$ cat config.mk
export PLATFORM = sky130hd
export DESIGN_NAME = spike_wave_scheduler_flat
export DESIGN_NICKNAME = d
export VERILOG_FILES = /design/src/rtl/spike_wave_scheduler_pkg.sv /design/src/rtl/spike_wave_scheduler_if.sv /design/src/rtl/spike_wave_bank.sv /design/src/rtl/spike_wave_scheduler.sv /design/src/flat_wrapper.sv
export SDC_FILE = /design/constraint.sdc
export NUM_CORES = 1
export LEC_CHECK = 0
export BUFFER_PORTS_ARGS = -buffer_cell sky130_fd_sc_hd__buf_2
export CORE_UTILIZATION = 30
export CTS_CLUSTER_SIZE = 16
export DETAILED_ROUTE_END_ITERATION = 10
export GPL_ROUTABILITY_DRIVEN = 0
export GPL_TIMING_DRIVEN = 0
export PLACE_DENSITY = 0.44
export REMOVE_ABC_BUFFERS = 1
export SYNTH_ARGS = -nofsm -noshare
export SYNTH_HDL_FRONTEND = slang
export SYNTH_SLANG_ARGS = --single-unit
$ cat constraint.sdc
create_clock -name clock -period 7.33 [get_ports clock]
set_clock_uncertainty 0.2 [all_clocks]
set_input_delay 0 -clock clock [delete_from_list [all_inputs] [get_ports clock]]
set_output_delay 0 -clock clock [all_outputs]
set_load 0.005 [all_outputs]
$ cat src/rtl/spike_wave_scheduler_pkg.sv
// Shared types, constants and the spike-time to shift-code conversion
// used by the spike wave scheduler and its banks.
package spike_sched_pkg;

  localparam int CODE_W = 8;
  localparam int MAX_SPIKE_TIME = 8;
  localparam logic [CODE_W-1:0] NO_SPIKE_CODE = 8'h00;

  typedef enum logic [1:0] {
    IDLE = 2'd0,
    LOAD = 2'd1,
    RUN  = 2'd2
  } state_e;

  typedef struct packed {
    logic [CODE_W-1:0] code;
    logic              clip;
  } code_clip_t;

  // Earlier spikes map to wider masks; anything past the last slot is
  // treated as no spike and flagged so the source can be fixed upstream.
  function automatic code_clip_t time_to_code(input logic [31:0] t);
    code_clip_t r;
    if (t > 32'(MAX_SPIKE_TIME)) begin
      r.code = NO_SPIKE_CODE;
      r.clip = 1'b1;
    end else begin
      r.code = {CODE_W{1'b1}} >> t[3:0];
      r.clip = 1'b0;
    end
    return r;
  endfunction

endpackage

$ cat src/rtl/spike_wave_scheduler_if.sv
// Spike-time input stream and encoder-row output bundle.
interface spike_wave_scheduler_if
  import spike_sched_pkg::*;
#(
  parameter int NUM_LANES = 4,
  parameter int TIME_W    = 4
);

  logic                        in_valid;
  logic                        in_ready;
  logic [TIME_W-1:0]           in_time;
  logic                        in_last;
  logic                        enc_valid;
  logic [NUM_LANES*CODE_W-1:0] enc_value;
  logic                        wave_active;
  logic                        wave_done;
  logic [15:0]                 wave_count;
  logic                        clip_err;

  modport master (
    output in_valid, in_time, in_last,
    input  in_ready, enc_valid, enc_value, wave_active, wave_done,
           wave_count, clip_err
  );

  modport slave (
    input  in_valid, in_time, in_last,
    output in_ready, enc_valid, enc_value, wave_active, wave_done,
           wave_count, clip_err
  );

endinterface

$ cat src/rtl/spike_wave_bank.sv
// One wave's worth of per-lane codes: lane-indexed write, whole-bank
// clear back to no-spike, and all lanes readable in parallel.
module spike_wave_bank
  import spike_sched_pkg::*;
#(
  parameter int NUM_LANES = 4,
  parameter int LANE_W    = (NUM_LANES > 1) ? $clog2(NUM_LANES) : 1
) (
  input  logic                        clock,
  input  logic                        reset,
  input  logic                        wr_en,
  input  logic [LANE_W-1:0]           wr_lane,
  input  logic [CODE_W-1:0]           wr_code,
  input  logic                        clr,
  output logic [NUM_LANES*CODE_W-1:0] rd_data
);

  logic [NUM_LANES-1:0][CODE_W-1:0] data_q;
  logic [NUM_LANES-1:0][CODE_W-1:0] data_d;

  // Clear wins over write; the scheduler never does both to one bank.
  always_comb begin
    data_d = data_q;
    if (clr) begin
      for (int i = 0; i < NUM_LANES; i++) data_d[i] = NO_SPIKE_CODE;
    end else if (wr_en) begin
      data_d[wr_lane] = wr_code;
    end
  end

  // Bank storage
  always_ff @(posedge clock or posedge reset) begin
    if (reset) begin
      for (int i = 0; i < NUM_LANES; i++) data_q[i] <= NO_SPIKE_CODE;
    end else begin
      data_q <= data_d;
    end
  end

  assign rd_data = data_q;

endmodule

$ cat src/rtl/spike_wave_scheduler.sv
// Collects one spike time per lane into a ping-pong bank pair and plays
// each completed bank to the encoder row as a single load pulse followed
// by a fixed-length wave.
//
// state | meaning
// IDLE  | no wave running, waiting for the read bank to fill
// LOAD  | one-cycle load pulse, read bank driven onto enc_value
// RUN   | wave in progress, run_cnt counting down to the final cycle
module spike_wave_scheduler
  import spike_sched_pkg::*;
#(
  parameter int NUM_LANES   = 4,
  parameter int WAVE_CYCLES = 9,
  parameter int TIME_W      = 4
) (
  input  logic                   clock,
  input  logic                   reset,
  spike_wave_scheduler_if.slave  bus
);

  localparam int LANE_W = (NUM_LANES > 1) ? $clog2(NUM_LANES) : 1;
  localparam int RUN_W  = (WAVE_CYCLES > 1) ? $clog2(WAVE_CYCLES) : 1;
  localparam int VAL_W  = NUM_LANES * CODE_W;

  state_e             state_q, state_d;
  logic [RUN_W-1:0]   run_cnt_q, run_cnt_d;
  logic               rd_bank_q, rd_bank_d;
  logic               enc_valid_q, enc_valid_d;
  logic [VAL_W-1:0]   enc_value_q, enc_value_d;
  logic               wave_done_q, wave_done_d;
  logic               wave_active_q, wave_active_d;
  logic [15:0]        wave_count_q, wave_count_d;

  logic               wr_bank_q, wr_bank_d;
  logic [LANE_W-1:0]  lane_q, lane_d;
  logic [1:0]         full_q, full_d;
  logic               clip_q, clip_d;

  logic [TIME_W-1:0]  in_time_w;
  code_clip_t         conv;
  logic               in_ready;
  logic               hs;
  logic               batch_end;
  logic               wave_end;
  logic [1:0]         bank_wr;
  logic [1:0]         bank_clr;
  logic [VAL_W-1:0]   bank_rd [2];

  assign in_time_w = bus.in_time;
  assign conv      = time_to_code(32'(in_time_w));
  assign in_ready  = !full_q[wr_bank_q];
  assign hs        = bus.in_valid && in_ready;
  assign batch_end = hs && (bus.in_last || (lane_q == LANE_W'(NUM_LANES - 1)));
  assign wave_end  = (state_q == RUN) && (run_cnt_q == '0);

  // A write only ever targets wr_bank, which is never the bank being played
  // while it is full, so reads and writes cannot collide.
  assign bank_wr  = {hs & wr_bank_q, hs & ~wr_bank_q};
  assign bank_clr = {wave_end & rd_bank_q, wave_end & ~rd_bank_q};

  spike_wave_bank #(.NUM_LANES(NUM_LANES), .LANE_W(LANE_W)) u_bank0 (
    .clock   (clock),
    .reset   (reset),
    .wr_en   (bank_wr[0]),
    .wr_lane (lane_q),
    .wr_code (conv.code),
    .clr     (bank_clr[0]),
    .rd_data (bank_rd[0])
  );

  spike_wave_bank #(.NUM_LANES(NUM_LANES), .LANE_W(LANE_W)) u_bank1 (
    .clock   (clock),
    .reset   (reset),
    .wr_en   (bank_wr[1]),
    .wr_lane (lane_q),
    .wr_code (conv.code),
    .clr     (bank_clr[1]),
    .rd_data (bank_rd[1])
  );

  // Collect side: advance lane, close out a batch and swap write bank.
  always_comb begin
    full_d    = full_q;
    wr_bank_d = wr_bank_q;
    lane_d    = lane_q;
    clip_d    = clip_q | (hs & conv.clip);
    if (wave_end) full_d[rd_bank_q] = 1'b0;
    if (batch_end) begin
      full_d[wr_bank_q] = 1'b1;
      lane_d            = '0;
      wr_bank_d         = ~wr_bank_q;
    end else if (hs) begin
      lane_d = lane_q + LANE_W'(1);
    end
  end

  // Collect-side registers
  always_ff @(posedge clock or posedge reset) begin
    if (reset) begin
      full_q    <= 2'b00;
      wr_bank_q <= 1'b0;
      lane_q    <= '0;
      clip_q    <= 1'b0;
    end else begin
      full_q    <= full_d;
      wr_bank_q <= wr_bank_d;
      lane_q    <= lane_d;
      clip_q    <= clip_d;
    end
  end

  // Schedule FSM next state; outputs are derived from the next state so
  // they come straight out of flops in the cycle the state is entered.
  always_comb begin
    state_d      = state_q;
    run_cnt_d    = run_cnt_q;
    rd_bank_d    = rd_bank_q;
    wave_count_d = wave_count_q;
    case (state_q)
      IDLE: begin
        if (full_q[rd_bank_q]) state_d = LOAD;
      end
      LOAD: begin
        run_cnt_d = RUN_W'(WAVE_CYCLES - 1);
        state_d   = RUN;
      end
      RUN: begin
        if (run_cnt_q == '0) begin
          wave_count_d = wave_count_q + 16'd1;
          rd_bank_d    = ~rd_bank_q;
          state_d      = full_q[~rd_bank_q] ? LOAD : IDLE;
        end else begin
          run_cnt_d = run_cnt_q - RUN_W'(1);
        end
      end
      default: state_d = IDLE;
    endcase
    enc_valid_d   = (state_d == LOAD);
    enc_value_d   = enc_valid_d ? bank_rd[rd_bank_d] : '0;
    wave_done_d   = (state_d == RUN) && (run_cnt_d == '0);
    wave_active_d = (state_d != IDLE);
  end

  // Schedule FSM state and registered outputs
  always_ff @(posedge clock or posedge reset) begin
    if (reset) begin
      state_q       <= IDLE;
      run_cnt_q     <= '0;
      rd_bank_q     <= 1'b0;
      enc_valid_q   <= 1'b0;
      enc_value_q   <= '0;
      wave_done_q   <= 1'b0;
      wave_active_q <= 1'b0;
      wave_count_q  <= 16'd0;
    end else begin
      state_q       <= state_d;
      run_cnt_q     <= run_cnt_d;
      rd_bank_q     <= rd_bank_d;
      enc_valid_q   <= enc_valid_d;
      enc_value_q   <= enc_value_d;
      wave_done_q   <= wave_done_d;
      wave_active_q <= wave_active_d;
      wave_count_q  <= wave_count_d;
    end
  end

  assign bus.in_ready    = in_ready;
  assign bus.enc_valid   = enc_valid_q;
  assign bus.enc_value   = enc_value_q;
  assign bus.wave_done   = wave_done_q;
  assign bus.wave_active = wave_active_q;
  assign bus.wave_count  = wave_count_q;
  assign bus.clip_err    = clip_q;

endmodule

$ cat src/flat_wrapper.sv
// flat-port wrapper written by rule: the top's interface ports become plain ports
module spike_wave_scheduler_flat import spike_sched_pkg::*;
#(
  parameter int NUM_LANES   = 4,
  parameter int WAVE_CYCLES = 9,
  parameter int TIME_W      = 4
)
  (clock, reset, bus_in_valid, bus_in_time, bus_in_last, bus_in_ready, bus_enc_valid, bus_enc_value, bus_wave_active, bus_wave_done, bus_wave_count, bus_clip_err);
  spike_wave_scheduler_if #(.NUM_LANES(NUM_LANES), .TIME_W(TIME_W)) bus_i ();
  input  logic clock;
  input  logic reset;
  input wire logic [$bits(bus_i.in_valid)-1:0] bus_in_valid;
  input wire logic [$bits(bus_i.in_time)-1:0] bus_in_time;
  input wire logic [$bits(bus_i.in_last)-1:0] bus_in_last;
  output wire logic [$bits(bus_i.in_ready)-1:0] bus_in_ready;
  output wire logic [$bits(bus_i.enc_valid)-1:0] bus_enc_valid;
  output wire logic [$bits(bus_i.enc_value)-1:0] bus_enc_value;
  output wire logic [$bits(bus_i.wave_active)-1:0] bus_wave_active;
  output wire logic [$bits(bus_i.wave_done)-1:0] bus_wave_done;
  output wire logic [$bits(bus_i.wave_count)-1:0] bus_wave_count;
  output wire logic [$bits(bus_i.clip_err)-1:0] bus_clip_err;
  assign bus_i.in_valid = bus_in_valid;
  assign bus_i.in_time = bus_in_time;
  assign bus_i.in_last = bus_in_last;
  assign bus_in_ready = bus_i.in_ready;
  assign bus_enc_valid = bus_i.enc_valid;
  assign bus_enc_value = bus_i.enc_value;
  assign bus_wave_active = bus_i.wave_active;
  assign bus_wave_done = bus_i.wave_done;
  assign bus_wave_count = bus_i.wave_count;
  assign bus_clip_err = bus_i.clip_err;
  spike_wave_scheduler #(.NUM_LANES(NUM_LANES), .WAVE_CYCLES(WAVE_CYCLES), .TIME_W(TIME_W)) u_core (.clock(clock), .reset(reset), .bus(bus_i));
endmodule
# Word-level counts from Yosys, hierarchy flattened
# Cells that the tools add are included.
[totals] regBits=128 inputBits=8 wordCells=102
[classes] addsub=3 magnitude_cmp=9 n_eq_ne=5 shifts=1 n_mux=35 bitwise_logic=12 n_reduce_logical=17
[ops] operator="$mux W32" n=8
[ops] operator="$bwmux W32" n=2
[ops] operator="$add A16 B1 Y16 const B" n=1
[ops] operator="$demux W8 S2" n=1
[ops] operator="$mux W2" n=6
[ops] operator="$mux W1" n=11
[ops] operator="$mux W9" n=1
[ops] operator="$logic_not A4 Y1" n=2
[ops] operator="$mux W8" n=1
[ops] operator="$pmux W4 S2" n=1
[ops] operator="$reduce_bool A2 Y1" n=4
[ops] operator="$shr A8 B4 Y8 const A" n=1
[ops] operator="$logic_and A1 B1 Y1" n=7
[ops] operator="$eq A2 B2 Y1 const B" n=3
[ops] operator="$lt A1 B2 Y1 const B" n=3
[ops] operator="$pmux W2 S3" n=1
[ops] operator="$and A1 B1 Y1" n=5
[ops] operator="$eq A2 B1 Y1 const B" n=2
[ops] operator="$gt A4 B4 Y1 const B" n=1
[ops] operator="$mux W4" n=1
[ops] operator="$sub A4 B1 Y4 const B" n=1
[ops] operator="$lt A2 B3 Y1 const B" n=1
[ops] operator="$add A2 B1 Y2 const B" n=1
[ops] operator="$and A2 B2 Y2" n=1
[ops] operator="other kinds (13)" n=16

# Longest topological paths before layout
# Gate-level depths: netlist (run 1).
[logic_depth] depth_word=9 mapped_depth=9 depth_no_buf=7

# By module
# A second synthesis (run 1) with hierarchy kept.
[hier_totals] hier_cells=532 area_unflattened_um2=5776.8
[by_module_without_submodules] module="spike_wave_bank" instances=2 cells_per_inst=117 area_each_um2=1447.6 seq_area_each_um2=800.8
[by_module_without_submodules] module="spike_wave_scheduler" instances=1 cells_per_inst=298 area_each_um2=2881.5 seq_area_each_um2=1601.5

# Least setup slack after synthesis (run 1)
# OpenSTA, ideal clock, no wires.
[synth_path] path_type="flip-flop to flip-flop" start="reg u_core.state_q[0]" end="reg u_core.enc_value_q[11] (netlist: u_core.bus.enc_value[11])" setup_time_ns=0.073 t_arrival_ns=1.818 path_slack_ns=5.239 stages_incl_launch_ff=9 path_buffers=2 period_less_slack_ns=2.091 cell_sequence="dfrtp_1 > inv_1 > ha_1 > and4bb_1 > buf_2 > xnor2_2 > clkbuf_1 > nand2_1 > a21oi_2"
[synth_between] elab_chain_cells=7
[synth_lines] item="start, declared" line="spike_wave_scheduler.sv:25" text="state_e state_q, state_d;"
[synth_lines] item="start signal, assigned" line="spike_wave_scheduler.sv:156" text="state_q <= state_d;"
[synth_lines] item="$eq A2 B2 Y1" line="spike_wave_scheduler.sv:119" text="case (state_q)"
[synth_lines] item="$mux W1" line="spike_wave_scheduler.sv:119"
[synth_lines] item="$not A1 Y2 (not written as such)" line="spike_wave_scheduler.sv:139" text="enc_value_d = enc_valid_d ? bank_rd[rd_bank_d] : '0;"
[synth_lines] item="$mux W32 (not written as such) (3 in series)" line="spike_wave_scheduler.sv:139"
[synth_lines] item="$mux W32 *" line="spike_wave_scheduler.sv:139"
[synth_lines] item="net u_core.enc_value_d[11]" line="spike_wave_scheduler.sv:29" text="logic [VAL_W-1:0] enc_value_q, enc_value_d;"
[synth_lines] item="end signal, assigned" line="spike_wave_scheduler.sv:160" text="enc_value_q <= enc_value_d;"
[synth_lines] item="end, declared" line="spike_wave_scheduler.sv:29"
# The timed path passes the listed nets; every way through them passes the cells marked *. The select of a mux whose other input is x is not followed.
# A chain may end at the register's enable or synchronous reset.

# Final worst setup path (run 1)
[layout_path] start="reg u_core.state_q[0]" end="reg u_core.enc_value_q[21] (netlist: u_core.bus.enc_value[21])"
# Same word-level chain as after synthesis.

==> results of run 1 <==
## stage by stage
stage	cell area, µm²	util [%]	hold slack [ns]
final	6880	38.0	0.0441
after global routing	6880	38.0	0.121
after floorplan	5420	-	-0.110
after CTS	6870	38.0	0.0684
after global placement	6010	33.2	0.139
after detailed placement	6110	33.8	-0.0451
## placed cells by master (no fill, tap or decap), types with 3 or more instances in the layout
cell type,synthesis,final
a21oi_1,64,64
nor3_1,5,5
nor2b_1,4,3
dfrtp_1,128,128
clkbuf_16,0,17
ha_1,10,10
dlygate4sd3_1,0,10
bufinv_16,0,5
clkbuf_1,23,3
and3_1,11,11
nand4_1,5,5
xnor2_1,12,12
a21oi_2,29,29
clkbuf_8,0,3
inv_1,14,13
nor2_1,16,16
o21ai_0,7,7
nand2_1,191,191
buf_2,6,61
a211oi_1,9,9
nand3_1,13,13
xor2_1,3,3
## flip-flops by register name, indices dropped and copies added, names as in the netlist
register                cells
u_core.bus.clip_err         1
u_core.bus.enc_valid        1
u_core.bus.enc_value       32
u_core.bus.wave_active      1
u_core.bus.wave_count      16
u_core.bus.wave_done        1
u_core.full_q               2
u_core.lane_q               2
u_core.rd_bank_q            1
u_core.run_cnt_q            4
u_core.state_q              2
u_core.u_bank0.rd_data     32
u_core.u_bank1.rd_data     32
u_core.wr_bank_q            1
## cell families after synthesis
logic type	Yosys count	synth area share (%)
compound gates	118	13.5
mux	4	0.764
flops	128	57.5
simple gates	257	19.6
xor+xnor	16	2.65
fa+ha+maj	10	2.25
buf+inv	47	3.71
## synth_stat cells, types with 2 or more instances
| cell | instances |
|---|---|
| nand2_1 | 191 |
| dfrtp_1 | 128 |
| a21oi_1 | 64 |
| a21oi_2 | 29 |
| clkbuf_1 | 23 |
| nor2_1 | 16 |
| inv_1 | 14 |
| nand3_1 | 13 |
| xnor2_1 | 12 |
| and3_1 | 11 |
| ha_1 | 10 |
| a211oi_1 | 9 |
| o21ai_0 | 7 |
| buf_2 | 6 |
| nand4_1 | 5 |
| nor3_1 | 5 |
| nor2b_1 | 4 |
| buf_6 | 3 |
| xor2_1 | 3 |
| mux2i_1 | 2 |
| nand2b_1 | 2 |
| nor4_1 | 2 |
| o22ai_1 | 2 |
| or2_2 | 2 |
## worst max-delay path, delay by kind of cell (launching register included)
kind / cells / cell delay (ns)
compound gates: 1 / 0.21
fa+ha+maj: 1 / 0.26
xor+xnor: 1 / 0.21
flops: 1 / 0.41
simple gates: 2 / 0.77
buf+inv: 3 / 0.90
## area by class of cell
class	instances	area, µm²	share of cell area (%)
clock inverter	9	179	2.60
clock buffer	23	478	6.95
inverter	15	61.3	0.891
sequential	128	3200	46.6
timing repair buffer	76	488	7.09
tap	229	287	4.17
multi-input combinational	405	2180	31.7
## power by group through the flow
stage	sequential, mW	clock (mW)	combinational, mW
6_report	1.01	0.941	0.919
5_1_grt	1.04	0.994	1.03
4_1_cts	1.01	0.960	0.940
3_5_place_dp	1.02	0	0.928
3_3_place_gp	1.01	0	0.858
2_1_floorplan	1.00	0	0.570
## worst max path at each step
stage,slack (ns),from,end
final,4.25,u_core.state_q[0],u_core.bus.enc_value[21]
after global routing,4.05,u_core.state_q[0],u_core.bus.enc_value[16]
after CTS,4.22,u_core.state_q[0],u_core.bus.enc_value[16]
after detailed placement,4.25,u_core.state_q[0],u_core.bus.enc_value[16]
after global placement,2.08,reset,u_core.bus.enc_value[27]
after floorplan,3.72,reset,u_core.bus.clip_err
## repair_timing
item,4_1_cts,5_1_grt
setup endpoints to repair,0,0
hold endpoints to repair,112,0
hold buffers,10,0
## metal layers
| layer | track usage (%) | vias to the layer above | wire, µm | share of wire, % |
|---|---|---|---|---|
| met4 | 5.68 | 0 | 211 | 1.5 |
| met3 | 3.81 | 13 | 518 | 3.7 |
| met1 | 20.5 | 2070 | 6550 | 47 |
| met2 | 25.2 | 97 | 6780 | 48 |
| met5 | 0 | - | 0 | 0 |
| li1 | - | 2038 | - | - |
==> flow_metrics.env, run 1 <==
export IMPL_grt_pass1_vias=4165
export IMPL_diodes=0
export IMPL_yosysSeqAreaShare_pct=57.5
export IMPL_worstSetupPathType="reg -> reg"
export IMPL_hpwl_um=8480
export IMPL_slew_violations=0
export IMPL_wl_per_cell_um=15.9
export IMPL_clock_sinks=128
export IMPL_cts_resized=0
export IMPL_violations="DRC"
export IMPL_grt_pass1_wl_um=22800
export IMPL_power_density_nw_per_um2=417
export IMPL_maxCapViolations=0
export IMPL_worst_setup_path_end_kind="flip-flop"
export IMPL_tritoncts="yes"
export IMPL_setup_violations=0
export IMPL_critPathRequiredTime_ns=7.45
export IMPL_drt_vias_per_instance=4.77
export IMPL_fmax_ghz=0.325
export IMPL_dpl_cell_count=842
export IMPL_num_rows=49
export IMPL_synth_avg_cell_area_um2=9.60
export IMPL_syn_area_um2=5570
export IMPL_cts_htree_levels=4
export IMPL_cp_arrival_ns=3.20
export IMPL_crit_slowest_cell="and4bb_1"
export IMPL_cp_start_kind="flip-flop"
export IMPL_switchingPower_mw=1.03
export IMPL_synth_edf_count=0
export IMPL_cts_buffer_depth=2
export IMPL_design_power_total_mw=2.87
export IMPL_hold_violations=0
export IMPL_ys_ff_latch=128
export IMPL_pin_count=61
export IMPL_p_leak_nw=3.12
export IMPL_finalSetupTns_ns=0
export IMPL_numCtsBuffers=17
export IMPL_start_util_pct=30.8
export IMPL_slew_headroom_pct=28.2
export IMPL_cts_root_buf="clkbuf_16"
export IMPL_die_area_um2=19100
export IMPL_status="finished, violations left"
export IMPL_ir_drop_mv=0.175
export IMPL_dp_slack_ns=4.25
export IMPL_grt_total_usage_pct=15.6
export IMPL_vias=4218
export IMPL_clk_pin_slew_ns=0.06
export IMPL_gr_total_overflow=0
export IMPL_rsz0062_at_grt="no"
export IMPL_drt_first_pass_iters=8
export IMPL_synth_top_area_share_pct=57.5
export IMPL_placement_io_buffers=60
export IMPL_synth_cells=580
export IMPL_critPathMaxFanout=33
export IMPL_antenna_found_initial=0
export IMPL_yosys_warnings=0
export IMPL_drt_antenna_violating_nets=0
export IMPL_critPathMaxStageDelay_ns=0.62
export IMPL_fp_dieH_um=138
export IMPL_p_sw_share_pct=36.0
export IMPL_seqPwrFrac_pct=35.2
export IMPL_reg2reg_depth=8
export IMPL_layout_setup_ws_ns=4.25
export IMPL_hold_class="in -> async"
export IMPL_worst_pin_slew_ns=1.08
export IMPL_fin_crit_sh_pct=42.0
export IMPL_fillerInstances=1817
export IMPL_drt_iter0_drc=263
export IMPL_route_detailed_drc=7
export IMPL_core_area_um2=18100
export IMPL_p_int_mw=1.84
export IMPL_drive_gt1_share_pct=20.6
export IMPL_synthTopCellsByArea="dfrtp_1 58%, nand2_1 13%, a21oi_1 5.8%"
export IMPL_fin_crit_ns=3.08
export IMPL_ys_flop_type="dfrtp_1"
export IMPL_clk_latency_ns=0.41
export IMPL_grt_max_degree=69
export IMPL_post_cts_buffers=0
export IMPL_pwr_share_comb_pct=32.0
export IMPL_yosysUniqueCellTypes=41
export IMPL_crit_path_cell_trace="inv_1, ha_1, and4bb_1, xnor2_4, buf_12, inv_2, nand2_1, a21oi_2"
export IMPL_final_cells=885
export IMPL_ff2ff_setup_slack_ns=4.25
export IMPL_r2r_start="u_core.state_q[0]"
export IMPL_die_x_um=138
export IMPL_fin_nets=661
export IMPL_syn_to_final_growth_pct=23.5
export IMPL_async_flop_share_pct=100
export IMPL_drt_wl_total_um=14100
export IMPL_pwr_share_clk_pct=32.8
export IMPL_r2r_end="u_core.bus.enc_value[21]"
export IMPL_yosysTopAreaCell="dfrtp_1"
Power figures use the tool's default switching activity.
==> run 2: changes to the inputs <==
- ABC_AREA: default -> 1
- clock period: 7.33 -> 3.05 ns (I/O delays scaled with it)
==> flow_metrics.env, run 2 <==
export IMPL_slew_headroom_pct=36.2
export IMPL_clk_latency_ns=0.41
export IMPL_critPathBufInv=2
export IMPL_critPathMaxStageDelay_ns=0.66
export IMPL_critPathRequiredTime_ns=3.12
export IMPL_crit_slowest_cell="nand2_2"
export IMPL_diodes=0
export IMPL_cts_htree_levels=4
export IMPL_cp_start_kind="flip-flop"
export IMPL_reg2reg_depth=11
export IMPL_numCtsBuffers=17
export IMPL_synth_most_common_cell="nand2_1"
export IMPL_cp_common_cell="nand2_1"
export IMPL_fin_crit_sh_pct=90.9
export IMPL_route_detailed_drc=0
export IMPL_fin_area_um2=7290
export IMPL_synth_commonest_cells="227 x nand2_1, 128 x dfrtp_1, 100 x inv_1, 80 x nand3_1, 65 x nor2_1"
export IMPL_hold_class="in -> async"
export IMPL_synth_edf_count=0
export IMPL_pin_count=61
export IMPL_final_cell_mix="227 x nand2_1, 128 x dfrtp_1, 99 x inv_1"
export IMPL_start_util_pct=30.6
export IMPL_placement_io_buffers=60
export IMPL_grt_total_usage_pct=15.5
export IMPL_synth_top_area_share_pct=53.8
export IMPL_fmax_ghz=0.361
export IMPL_dp_slack_ns=-0.806
export IMPL_cts_root_buf="clkbuf_16"
export IMPL_muxShareOfSynthArea_pct=0
export IMPL_synthXorXnorAreaFrac_pct=1.62
export IMPL_power_density_nw_per_um2=928
export IMPL_ys_ff_latch=128
export IMPL_yosysUniqueCellTypes=28
export IMPL_yosys_area_share_simple_pct=27.2
export IMPL_yosys_warnings=0
export IMPL_clk_pin_slew_ns=0.06
export IMPL_drt_wl_total_um=14500
export IMPL_fin_crit_ns=2.77
export IMPL_gr_total_overflow=0
export IMPL_crit_path_cell_trace="inv_1, ha_1, nand2_1, nor2_2, nand2_2, nand2_2, nand2_8, nand2_1, nand2_1, inv_1, nor2_1"
export IMPL_cp_arrival_ns=2.84
export IMPL_rsz0062_at_grt="no"
export IMPL_p_leak_nw=3.84
export IMPL_maxCapViolations=0
export IMPL_critPathMaxFanout=33
export IMPL_wl_per_cell_um=13.4
export IMPL_antenna_found_initial=0
export IMPL_die_area_um2=20400
export IMPL_tritoncts="yes"
export IMPL_layout_setup_ws_ns=0.277
export IMPL_synthTopCellsByArea="dfrtp_1 54%, nand2_1 14%, nand3_1 6.7%"
export IMPL_status="complete, no violations"
export IMPL_num_rows=51
export IMPL_final_common_cell="nand2_1"
export IMPL_synth_compound_area_share_pct=6.47
export IMPL_post_cts_buffers=0
export IMPL_finish_utilization_pct=37.4
export IMPL_die_x_um=143
export IMPL_r2r_start="u_core.run_cnt_q[0]"
export IMPL_drt_vias_per_instance=4.37
export IMPL_synth_avg_cell_area_um2=8.04
export IMPL_synth_top_family_by_area="simple AND/OR/NAND/NOR gates"
export IMPL_finalSetupTns_ns=0
export IMPL_hpwl_um=9330
export IMPL_worst_pin_slew_ns=0.958
export IMPL_vias=4736
export IMPL_core_area_um2=19500
export IMPL_drt_antenna_violating_nets=0
export IMPL_ff2ff_setup_slack_ns=0.28
export IMPL_crit_cells=11
export IMPL_grt_pass1_vias=4698
export IMPL_yosysSeqAreaShare_pct=53.8
export IMPL_grt_pass1_wl_um=24100
export IMPL_grt_max_degree=77
export IMPL_yosysTopAreaCell="dfrtp_1"
export IMPL_worstSetupPathType="reg -> reg"
export IMPL_slew_violations=0
export IMPL_syn_area_um2=5960
export IMPL_async_flop_share_pct=100
export IMPL_place_area_um2=6490
export IMPL_setup_violations=0
export IMPL_ys_flop_type="dfrtp_1"
export IMPL_drt_first_pass_iters=4
export IMPL_fp_dieH_um=143
export IMPL_yosys_area_share_adder_pct=2.10
export IMPL_cp_top_family="simple AND/OR/NAND/NOR gates"
export IMPL_syn_to_final_growth_pct=22.3
export IMPL_worst_setup_path_end_kind="flip-flop"
export IMPL_drive_gt1_share_pct=13.3
export IMPL_ir_drop_mv=0.385
export IMPL_hold_violations=0
export IMPL_drt_iter0_drc=253
export IMPL_cts_buffer_depth=2
export IMPL_fin_nets=824
export IMPL_r2r_end="u_core.bus.enc_value[10]"
export IMPL_synth_cells=741
export IMPL_clock_sinks=128
## run 2: changes by cell type after synthesis, moves of 8 or more
cell | previous run | this run
and3_1 | 11 | 0
a211oi_1 | 9 | 0
inv_1 | 14 | 100
nand2_1 | 191 | 227
nor2_1 | 16 | 65
nand3_1 | 13 | 80
a21oi_1 | 64 | 27
o21ai_1 | 0 | 8
o21ai_0 | 7 | 33
clkbuf_1 | 23 | 5
a21oi_2 | 29 | 0
xnor2_1 | 12 | 3
buf_2 | 6 | 14
## run 2: tightest hold or removal path: cells and delay by family
kind                   cells  cell delay (ns)
buffers and inverters      3             1.10
## run 2: area by class of cell
class	count	area [µm²]
clock buffers	19	443
clock inverters	13	234
fillers	2019	12200
inverters	105	399
multi-input cells	484	2260
flip-flops and latches	128	3200
well taps	265	332
repair buffers	70	418
## run 2: cell families after synthesis
group           Yosys count
xor+xnor                 11
simple gates            389
buf+inv                 129
fa+ha+maj                10
compound gates           74
flops                   128
## run 2: metal layers
| layer | up-vias | track usage (%) | routed length [µm] |
|---|---|---|---|
| met1 | 2230 | 20.3 | 7020 |
| met2 | 60 | 25.1 | 6910 |
| met5 | - | 0 | 0 |
| met3 | 14 | 2.88 | 339 |
| li1 | 2432 | - | - |
| met4 | 0 | 6.51 | 239 |
## run 2: repair_timing
action	in CTS	in global routing
resized for setup	3	1
hold buffers	9	0
endpoints found under the hold margin	167	0
endpoints found under the setup margin	45	32
## run 2: power by group
part           internal [mW]  switching, mW  leakage (nW)  total (mW)
logic                  0.660           1.36          1.79        2.02
clock network           1.56          0.766         0.320        2.32
registers               2.16          0.260          1.73        2.42
## run 2: worst max-delay path by stage
stage,start,end,slack (ns)
floorplan,reset,u_core.bus.clip_err,-0.56
global placement,reset,u_core.bus.wave_done,-2.20
detailed placement,u_core.state_q[0],u_core.bus.enc_value[4],-0.81
CTS,u_core.state_q[0],u_core.bus.enc_value[4],0.11
global route,u_core.run_cnt_q[0],u_core.bus.enc_value[10],0.04
finish,u_core.run_cnt_q[0],u_core.bus.enc_value[10],0.28
## run 2: per-stage QoR
step	std cells	total power [mW]	hold WS, ns
floorplan	717	3.80	-0.107
global placement	1042	4.41	0.192
detailed placement	1043	4.46	-0.0681
CTS	1084	6.87	0.0449
global route	1084	7.30	0.0774
finish	1084	6.76	0.0232
